<file path="config.mk">
export PLATFORM = sky130hd
export DESIGN_NAME = uart_tx_cfg
export DESIGN_NICKNAME = d
export VERILOG_FILES = /design/src/rtl/uart_pkg.sv /design/src/rtl/uart_baud_gen.sv /design/src/rtl/uart_tx_cfg.sv
export SDC_FILE = /design/constraint.sdc
export NUM_CORES = 1
export LEC_CHECK = 0
export CORE_MARGIN = 1
export CORE_UTILIZATION = 40
export DETAILED_ROUTE_END_ITERATION = 10
export PLACE_DENSITY = 0.71
export SLEW_MARGIN = 20
export SYNTH_ARGS = -nofsm -noshare
export SYNTH_HDL_FRONTEND = slang
export SYNTH_SLANG_ARGS = --single-unit
</file>
<file path="constraint.sdc">
create_clock -name clk_t -period 2.1 [get_ports clk_t]
set_input_delay 0.315 -clock clk_t [delete_from_list [all_inputs] [get_ports clk_t]]
set_output_delay 0.315 -clock clk_t [all_outputs]
set_load 0.01 [all_outputs]
</file>
<file path="src/rtl/uart_pkg.sv">
// Shared types for the configurable UART transmitter.
// Parity selection and transmit FSM state encoding.
package uart_pkg;

    typedef enum logic [1:0] {
        PAR_NONE,
        PAR_EVEN,
        PAR_ODD
    } parity_e;

    typedef enum logic [2:0] {
        IDLE,
        START,
        DATA,
        PARITY,
        STOP
    } tx_state_e;

endpackage

</file>
<file path="src/rtl/uart_baud_gen.sv">
// Bit-time tick generator for the UART transmitter.
// Wraps at CLKS_PER_BIT-1; clr realigns timing to a new frame.
module uart_baud_gen #(
    parameter int CLKS_PER_BIT = 16
) (
    input  logic clk_t,
    input  logic srst_n,
    input  logic clr,
    output logic tick
);

    localparam int W = (CLKS_PER_BIT > 1) ? $clog2(CLKS_PER_BIT) : 1;
    localparam logic [W-1:0] LAST = W'(CLKS_PER_BIT - 1);

    logic [W-1:0] cnt;

    assign tick = (cnt == LAST);

    // count clk_t cycles within the current bit, restart on clr or wrap
    always_ff @(posedge clk_t or negedge srst_n) begin
        if (!srst_n) begin
            cnt <= '0;
        end else if (clr || tick) begin
            cnt <= '0;
        end else begin
            cnt <= cnt + 1'b1;
        end
    end

endmodule

</file>
<file path="src/rtl/uart_tx_cfg.sv">
// Configurable UART transmitter: start, data LSB first,
// optional parity, one or two stop bits; registered tx.
module uart_tx_cfg
    import uart_pkg::*;
#(
    parameter int      DATA_W       = 8,
    parameter int      CLKS_PER_BIT = 16,
    parameter parity_e PARITY_MODE  = PAR_EVEN,
    parameter int      STOP_BITS    = 1
) (
    input  logic              clk_t,
    input  logic              srst_n,
    input  logic              tx_valid,
    input  logic [DATA_W-1:0] tx_data,
    output logic              tx_ready,
    output logic              tx,
    output logic              busy,
    output logic              tx_done
);

    if (DATA_W < 5 || DATA_W > 9) begin : g_bad_data_w
        $error("uart_tx_cfg: DATA_W must be 5..9");
    end
    if (CLKS_PER_BIT < 2 || CLKS_PER_BIT > 65535) begin : g_bad_cpb
        $error("uart_tx_cfg: CLKS_PER_BIT must be 2..65535");
    end
    if (STOP_BITS != 1 && STOP_BITS != 2) begin : g_bad_stop
        $error("uart_tx_cfg: STOP_BITS must be 1 or 2");
    end

    tx_state_e         state, state_d;
    logic [DATA_W-1:0] sreg, sreg_d;
    logic [3:0]        bcnt, bcnt_d;
    logic              par, par_d;
    logic              tx_d;
    logic              live;
    logic              tick;
    logic              accept;
    logic              last_stop;

    uart_baud_gen #(
        .CLKS_PER_BIT(CLKS_PER_BIT)
    ) u_baud (
        .clk_t (clk_t),
        .srst_n(srst_n),
        .clr   (accept),
        .tick  (tick)
    );

    assign last_stop = (state == STOP) && tick &&
                       (bcnt == 4'(STOP_BITS - 1));
    assign tx_ready  = live && ((state == IDLE) || last_stop);
    assign accept    = tx_valid && tx_ready;
    assign tx_done   = last_stop;
    assign busy      = (state != IDLE);

    // hold tx_ready low until the first edge after reset release
    always_ff @(posedge clk_t or negedge srst_n) begin
        if (!srst_n) begin
            live <= 1'b0;
        end else begin
            live <= 1'b1;
        end
    end

    // next state, shift register, bit counter and next line level
    always_comb begin
        state_d = state;
        sreg_d  = sreg;
        bcnt_d  = bcnt;
        par_d   = par;
        if (accept) begin
            sreg_d = tx_data;
            par_d  = (^tx_data) ^ (PARITY_MODE == PAR_ODD);
        end
        unique case (state)
            IDLE: begin
                if (accept) begin
                    state_d = START;
                    bcnt_d  = '0;
                end
            end
            START: begin
                if (tick) begin
                    state_d = DATA;
                    bcnt_d  = '0;
                end
            end
            DATA: begin
                if (tick) begin
                    if (bcnt == 4'(DATA_W - 1)) begin
                        state_d = (PARITY_MODE == PAR_NONE) ? STOP : PARITY;
                        bcnt_d  = '0;
                    end else begin
                        bcnt_d = bcnt + 4'd1;
                        sreg_d = sreg >> 1;
                    end
                end
            end
            PARITY: begin
                if (tick) begin
                    state_d = STOP;
                    bcnt_d  = '0;
                end
            end
            STOP: begin
                if (last_stop) begin
                    state_d = accept ? START : IDLE;
                    bcnt_d  = '0;
                end else if (tick) begin
                    bcnt_d = bcnt + 4'd1;
                end
            end
            default: begin
                state_d = IDLE;
                bcnt_d  = '0;
            end
        endcase
        tx_d = 1'b1;
        unique case (state_d)
            START:   tx_d = 1'b0;
            DATA:    tx_d = sreg_d[0];
            PARITY:  tx_d = par_d;
            default: tx_d = 1'b1;
        endcase
    end

    // frame state registers; reset abandons any frame in flight
    always_ff @(posedge clk_t or negedge srst_n) begin
        if (!srst_n) begin
            state <= IDLE;
            sreg  <= '0;
            bcnt  <= '0;
            par   <= 1'b0;
            tx    <= 1'b1;
        end else begin
            state <= state_d;
            sreg  <= sreg_d;
            bcnt  <= bcnt_d;
            par   <= par_d;
            tx    <= tx_d;
        end
    end

endmodule

</file>
==> results.md, run 1 <==
* Status: complete, but fails checks
* Failing checks: negative setup slack
* RePlAce Congestion at between 0.7 and 0.8
* Layout area overhead at 21.7%
* Tot GR Track Use at 0.165
* Most common cell in the netlist: dfrtp_1
* #FFs+latches synth at 22
* Number of global-route vias before repair at ~950
* Post-synth EDFFs at 0
* Internal at 1.05 mW
* Required time of the critical path at ~1.8 ns
* Slowest Stage Delay on Critical Path at approximately 0.4 ns
* Vert. Die Dim at approximately 59 um
* Final #Nets at 167
* H-tree depth at 1
* Fraction of registers with async set/reset at 1.00
* Fmax at about 0.45 GHz
* Sw frac at 0.356
* Clk Latency, worst-skew pair at approximately 0.31 ns
* Initial Util at 0.421
* Drt wl/cell at 12.3 um
* Cell variety after synth at 44
* Root Buffer: clkbuf_4
* Post-Syn Area at roughly 0.0013 mm2
* Vias at around 1000
* Reg2reg start: bcnt[1]$_DFFE_PN0P_
* Minimum clock period at between 2 and 2.5 ns
* Utilization after layout at 0.513
* Row Count at 20
* Startpoint types: flip-flop
* Port buffer count at 14
* Flop2flop setup slack at roughly 0.02 ns
* FF-to-FF path depth at 8
* Seq pwr share at 0.423
* Multi-input combinational cell area at just under 700 um2
* Pre-CTS setup slack at -0.208 ns
* Worst r2r dst: bcnt[3]$_DFFE_PN0P_
* Reg area at roughly 550 um2
* Initial antenna violation count at 0
* Die width at approximately 59 um
* Worst min-delay path class: input pin to async pin
* # fillers at about 300
* Avg Synthesized Cell Area at just over 10 um2
* Synthesis Warnings at 0
* Largest net degree at the start of global routing at 23
* Critical path origin: bcnt[1]$_DFFE_PN0P_
* Net count after synthesis at around 140
* Die ar. at around 0.0034 mm2
* Clock power frac at 0.145
* Leading post-synthesis cells by instance count: dfrtp_1, nand2_1, o21ai_0
* Post-synth top area share at 0.409
* Core box area at just over 0.003 mm2
* Post-DP HPWL at between 1.5 and 2 mm
* Clock Path Buffers at 2
* Min setup slack post-route at -0.0984 ns
* Synth top area cells: dfrtp_1, xnor2_1, mux2i_1, nand2_1, o21ai_0
* Total Wirelength at ~2.4 mm
* DRC Markers at 0
* Remaining antenna violation count at 0
* Slowest cell on crit path: dfrtp_1
* Reg clk slew, reported paths at 0.12 ns
* Final hold slack at ~0.33 ns
* Tot Pwr at roughly 1.6 mW
* Ports at 15
* Fraction of layout cells with a size suffix above 1 at 0.217
* First-pass GRT wire length at about 4.2 mm
* Syn Inst Count at between 100 and 150
* Psw at about 0.58 mW
* CTS Sinks at 22
* Crit Path Max Fanout at 3
* First-pass DRT Iterations at 4
* Worst setup EP type: primary output
* CTS tree: built
* Max-cap violations at 0
* Worst vdd ir at ~0.55 mV
* Setup CP Type: flip-flop to primary output
* Iter 0 DRT Violations at 40
* CTS buffer count at 3
* Crit share post-route at 1.05
* Skew final at between 0.006 and 0.007 ns
* Slew Viols, Final at 0
* Static leakage at 0.685 nW
* Final Setup Violations at 2
* Combinational Power Share at 0.432
* Crit-path cells: inv_1 -> ha_1 -> or3b_4 -> or2_4 -> a211oi_2 -> buf_2
* Post-synthesis sequential area ratio at 0.429
* Cts hold-fix bufs at 0
* RSZ-0062 raised after global routing: yes
* Diode count at 0
* Critical Path End: tx_ready
* Yosys top cell by area: dfrtp_1
* Top_reg_cell synth: dfrtp_1
* Setup_tns at -0.176 ns
* Via-to-Cell Ratio at 5.13
* Critical path arrival at ~1.9 ns
* Final hold vios at 0
* Power Density at 1040 mW/mm2
* GR Overflow Total at 0
[state kept, by name (all words and copies together), names as in the netlist]
| register | flops |
|---|---|
| par | 1 |
| bcnt | 4 |
| live | 1 |
| state | 3 |
| sreg | 8 |
| tx | 1 |
| u_baud.cnt | 4 |
[layer usage]
layer	vias up	GRT usage	wire length, um
met1	486	0.206	1150
met3	5	0.0198	80
met2	19	0.281	1130
met5	-	0	0
met4	0	0.0850	55
li1	495	-	-
[logic make-up after synthesis]
| logic type | share of synthesized area |
|---|---|
| buf+inv | 0.0525 |
| other cells | 0.00292 |
| mux | 0.0467 |
| xor+xnor | 0.0749 |
| flops | 0.429 |
| fa+ha+maj | 0.0292 |
| compound gates | 0.138 |
| simple gates | 0.227 |
[worst max-delay path, delay by kind of cell, from the launching register on]
family / cells / cell delay (ns)
AO/OA/AOI/OAI: 1 / 0.17
flip-flops: 1 / 0.40
AND/OR/NAND/NOR: 2 / 0.65
buffers and inverters: 2 / 0.22
adder cells (fa/ha/maj): 1 / 0.14
[final cells by class]
class | instances | area share
clock buffer | 4 | 0.0232
inverter | 4 | 0.00959
multi-input combinational | 95 | 0.434
sequential | 22 | 0.353
tap | 44 | 0.0352
timing repair buffer | 27 | 0.145
[metrics by stage]
stage | instances | instance area, um2
after floorplan | 127 | 1290
after global placement | 190 | 1510
after detailed placement | 190 | 1510
after CTS | 194 | 1550
after global routing | 196 | 1570
final | 196 | 1570
[power groups by stage]
| stage | Clock [mW] | Sequential, mW | Combinational (mW) |
|---|---|---|---|
| after floorplan | 0 | 0.683 | 0.496 |
| after global placement | 0 | 0.692 | 0.673 |
| after detailed placement | 0 | 0.698 | 0.696 |
| after CTS | 0.244 | 0.689 | 0.702 |
| after global routing | 0.256 | 0.712 | 0.786 |
| final | 0.236 | 0.688 | 0.704 |
[placed cells by master (no fill, tap or decap), drive strengths merged, types with 4 or more instances in the layout]
cell type,n
nand3,6
nor2,7
nand2,15
clkdlybuf4s50,12
mux2i,6
inv,4
o21ai,10
clkbuf,4
dfrtp,21
buf,15
xnor2,8
nor3b,4
[timing repair]
item,in CTS,in global routing
gates cloned,0,0
pin swaps,2,1
endpoints found under the setup margin,2,8
resized for setup,10,2
setup buffers,0,2
[how the worst min path moves through the flow]
stage / depth (start not counted) / start / slack, ns / endpoint
floorplan: 0 / srst_n / 0.02 / bcnt[0]$_DFFE_PN0P_
global placement: 1 / u_baud.cnt[0]$_DFF_PN0_ / 0.44 / u_baud.cnt[0]$_DFF_PN0_
detailed placement: 1 / u_baud.cnt[0]$_DFF_PN0_ / 0.46 / u_baud.cnt[0]$_DFF_PN0_
CTS: 2 / srst_n / 0.34 / live$_DFF_PN0_
global route: 2 / srst_n / 0.34 / live$_DFF_PN0_
finish: 2 / srst_n / 0.33 / live$_DFF_PN0_
Note: power is estimated with default switching activity, not from simulation.
==> run 2: changes to the inputs <==
--- a/config.mk
+++ b/config.mk
@@ -5,10 +5,13 @@
 export SDC_FILE = /design/constraint.sdc
 export NUM_CORES = 1
 export LEC_CHECK = 0
+export ABC_AREA = 1
+export CORE_ASPECT_RATIO = 0.6
 export CORE_MARGIN = 1
 export CORE_UTILIZATION = 40
 export DETAILED_ROUTE_END_ITERATION = 10
 export PLACE_DENSITY = 0.71
+export RECOVER_POWER = 100
 export SLEW_MARGIN = 20
 export SYNTH_ARGS = -nofsm -noshare
 export SYNTH_HDL_FRONTEND = slang
==> run 2 against run 1 <==
Net effect:
- the flow now finishes without violations
- utilization grew 1.4 points
- flip-flop and latch count is the same
- hold slack gained 0.14 ns
- global-route usage grew 1.7 points
- setup slack gained 0.22 ns
- clock power grew 28%
- cell count grew 15%
- power shrank 50%
- critical path depth shrank 3
==> results.md, run 2 <==
* Tot GR Track Use at 0.182 (was 0.165)
* Worst vdd ir at 0.336 mV (was 0.545 mV)
* Most common cell in the netlist: nand2_1 (was dfrtp_1)
* GR Overflow Total at 0 (unchanged)
* Drt wl/cell at 11.8 um (was 12.3 um)
* Post-synthesis sequential area ratio at 0.431 (was 0.429)
* Seq pwr share at 0.530 (was 0.423)
* Post-synth EDFFs at 0 (unchanged)
* FF-to-FF path depth at 10 (was 8)
* Yosys top cell by area: dfrtp_1 (unchanged)
* Sw frac at 0.222 (was 0.356)
* Synthesis Warnings at 0 (unchanged)
* Final hold vios at 0 (unchanged)
* DRC Markers at 0 (unchanged)
* Minimum clock period at 1.98 ns (was 2.20 ns)
* Combinational Power Share at 0.094 (was 0.432)
* Finished Layout Cells at 226 (was 196)
* Slew HR at 0.602
* Tot Pwr at 0.808 mW (was 1.63 mW)
* Worst-Margin Slew at between 0.5 and 0.6 ns
* Worst r2r dst: tx$_DFF_PN1_ (was bcnt[3]$_DFFE_PN0P_)
* Post-Syn Area at 0.00128 mm2 (was 0.00129 mm2)
* Pre-CTS setup slack at -0.000346 ns (was -0.208 ns)
* Final hold slack at 0.470 ns (was 0.331 ns)
* Vert. Die Dim at 45.8 um (was 58.7 um)
* Largest reg by FF count: sreg (unchanged)
* Setup_tns at 0 ns (was -0.176 ns)
* Layout area overhead at 21.3% (was 21.7%)
* Die width at 75.0 um (was 58.7 um)
* Core box area at 0.00295 mm2 (was 0.00305 mm2)
* Final Setup Violations at 0 (was 2)
* Initial antenna violation count at 0 (unchanged)
* Worst setup EP type: primary output (unchanged)
* Static leakage at 0.750 nW (was 0.685 nW)
* Row Count at 15 (was 20)
* Final #Nets at 199 (was 167)
* Number of global-route vias before repair at 1006 (was 952)
* Power Density at 520 mW/mm2 (was 1040 mW/mm2)
* Vias at 1092 (was 1005)
* #FFs+latches synth at 22 (unchanged)
* Largest net degree at the start of global routing at 19 (was 23)
* Ports at 15 (unchanged)
* Startpoint types: flip-flop (unchanged)
* Psw at 0.179 mW (was 0.580 mW)
* Skew final at 0.000484 ns (was 0.00622 ns)
* Cell variety after synth at 24 (was 44)
* Avg Synthesized Cell Area at 7.85 um2 (was 10.1 um2)
* Slew Viols, Final at 0 (unchanged)
* Reg clk slew, reported paths at 0.08 ns (was 0.12 ns)
* Net count after synthesis at 177 (was 141)
* Remaining antenna violation count at 0 (unchanged)
* Iter 0 DRT Violations at 97 (was 40)
* Fraction of layout cells with a size suffix above 1 at 0.0978 (was 0.217)
* Top_reg_cell synth: dfrtp_1 (unchanged)
* Leading post-synthesis cells by instance count: nand2_1, inv_1, dfrtp_1 (was dfrtp_1, nand2_1, o21ai_0)
* Die ar. at 0.00344 mm2 (was 0.00345 mm2)
* Post-synth top area share at 0.411 (was 0.409)
* Max reg flops at 8 (unchanged)
* Syn Inst Count at 163 (was 127)
* Flop2flop setup slack at 0.23 ns (was 0.02 ns)
* Status: completed (was complete, but fails checks)
* CTS buffer count at 3 (unchanged)
* Total Wirelength at 2.68 mm (was 2.41 mm)
* CTS tree: built (unchanged)
* Biggest regs: sreg x8, bcnt x4, u_baud.cnt x4 (unchanged)
* Initial Util at 0.434 (was 0.421)
* CTS Sinks at 22 (unchanged)
* Internal at 0.628 mW (was 1.05 mW)
* Area of placed instances at 0.00148 mm2 (was 0.00151 mm2)
* Most frequent cells in the layout: nand2_1, inv_1, dfrtp_1, o21ai_0, nand3_1 (was dfrtp_1, nand2_1, buf_4, clkdlybuf4s50_1, o21ai_0)
* First-pass DRT Iterations at 5 (was 4)
* Crit Path Max Fanout at 5 (was 3)
* Commonest non-fill, non-tap cell in the layout: nand2_1 (was dfrtp_1)
* Fmax at 0.504 GHz (was 0.455 GHz)
* Fraction of registers with async set/reset at 1.00 (unchanged)
* Clk Latency, worst-skew pair at 0.26 ns (was 0.31 ns)
* Synth top area cells: dfrtp_1, nand2_1, inv_1, o21ai_0, nand3_1 (was dfrtp_1, xnor2_1, mux2i_1, nand2_1, o21ai_0)
* First-pass GRT wire length at 4.53 mm (was 4.23 mm)
* Diode count at 0 (unchanged)
* # fillers at 262 (was 297)
* Placed insts at 220 (was 190)
* Final Cell Area at 0.00155 mm2 (was 0.00157 mm2)
* Critical path arrival at 1.67 ns (was 1.88 ns)
* Required time of the critical path at 1.78 ns (about the same)
* Min setup slack post-route at 0.117 ns (was -0.0984 ns)
* RePlAce Congestion at 0.915 (was 0.765)
* Max-cap violations at 0 (unchanged)
* H-tree depth at 1 (unchanged)
* Worst min-delay path class: input pin to async pin (unchanged)
* Cts hold-fix bufs at 0 (unchanged)
* Post-DP HPWL at 2.06 mm (was 1.81 mm)
* Setup CP Type: flip-flop to primary output (unchanged)
* Utilization after layout at 0.527 (was 0.513)
* Crit share post-route at 0.944 (was 1.05)
* Reg2reg start: u_baud.cnt[1]$_DFF_PN0_ (was bcnt[1]$_DFFE_PN0P_)
* RSZ-0062 raised after global routing: no (was yes)
* Via-to-Cell Ratio at 4.83 (was 5.13)
* Root Buffer: clkbuf_8 (was clkbuf_4)
* Port buffer count at 14 (unchanged)
* Clock Path Buffers at 2 (unchanged)
* Clock power frac at 0.375 (was 0.145)
==> run 2: cell types whose count changed in the layout (fill, tap and decap cells not counted), moves of 3 or more <==
cell / delta
a21oi_1: +3
buf_4: -12
clkbuf_8: +3
inv_1: +20
mux2i_1: -6
nand2_1: +23
nand3_1: +7
nor2_1: +4
nor3b_1: -4
o21ai_0: +8
o21ai_1: +3
xnor2_1: -3
xor2_1: +4
==> run 2: worst max-delay path: stages (launching register included) <==
cell and delay, ns:
dfrtp_1 0.45, nor2_4 0.17, nand2_1 0.14, dlygate4sd3_1 0.64
==> run 2: area by class of cell <==
class                           count  area [um2]  share of cell area
Clock buffer                        4        55.1              0.0355
Inverter                           25        93.8              0.0604
Multi-Input combinational cell    115         639               0.412
Sequential cell                    22         552               0.355
Tap cell                           42        52.6              0.0338
Timing Repair Buffer               18         160               0.103
==> run 2: what timing repair did <==
action | CTS | global route
endpoints found under the hold margin | 0 | 0
cloned | 0 | 0
gates resized for setup | 5 | 3
pin swaps | 0 | 0
setup buffers | 1 | 1
setup endpoints to repair | 2 | 1
==> run 2: logic make-up (layout without fill, tap and decap cells) <==
kind of cell,count (synthesis),after routing,share of synthesized area
fa+ha+maj,3,3,0.0293
flops,22,22,0.431
compound gates,28,28,0.119
xor+xnor,12,12,0.0821
simple gates,71,71,0.253
other cells,1,1,0.00293
buf+inv,26,47,0.0821
==> run 2: power by group through the flow <==
stage,Sequential [mW],Clock (mW),Combinational [mW]
5_1_grt,0.429,0.325,0.0849
3_3_place_gp,0.437,0,0.0740
3_5_place_dp,0.437,0,0.0774
6_report,0.428,0.303,0.0761
4_1_cts,0.428,0.307,0.0780
2_1_floorplan,0.437,0,0.0343
==> run 2: worst max-delay path by stage <==
stage	to	from	slack [ns]	cells past startpoint
3_3_place_gp	tx_ready	bcnt[0]$_DFFE_PN0P_	0.1	8
3_5_place_dp	tx_ready	bcnt[0]$_DFFE_PN0P_	-0.0003	8
4_1_cts	tx_ready	bcnt[0]$_DFFE_PN0P_	0.08	8
2_1_floorplan	sreg[7]$_DFF_PN0_	bcnt[0]$_DFFE_PN0P_	0.55	9
6_report	busy	state[0]$_DFF_PN0_	0.12	3
5_1_grt	tx_ready	bcnt[1]$_DFFE_PN0P_	0.01	8
==> run 2: metal layers <==
metal,share of wire,global-route usage
met3,0.040,0.0465
met2,0.47,0.285
met4,0.0071,0.0415
met1,0.49,0.255
met5,0,0
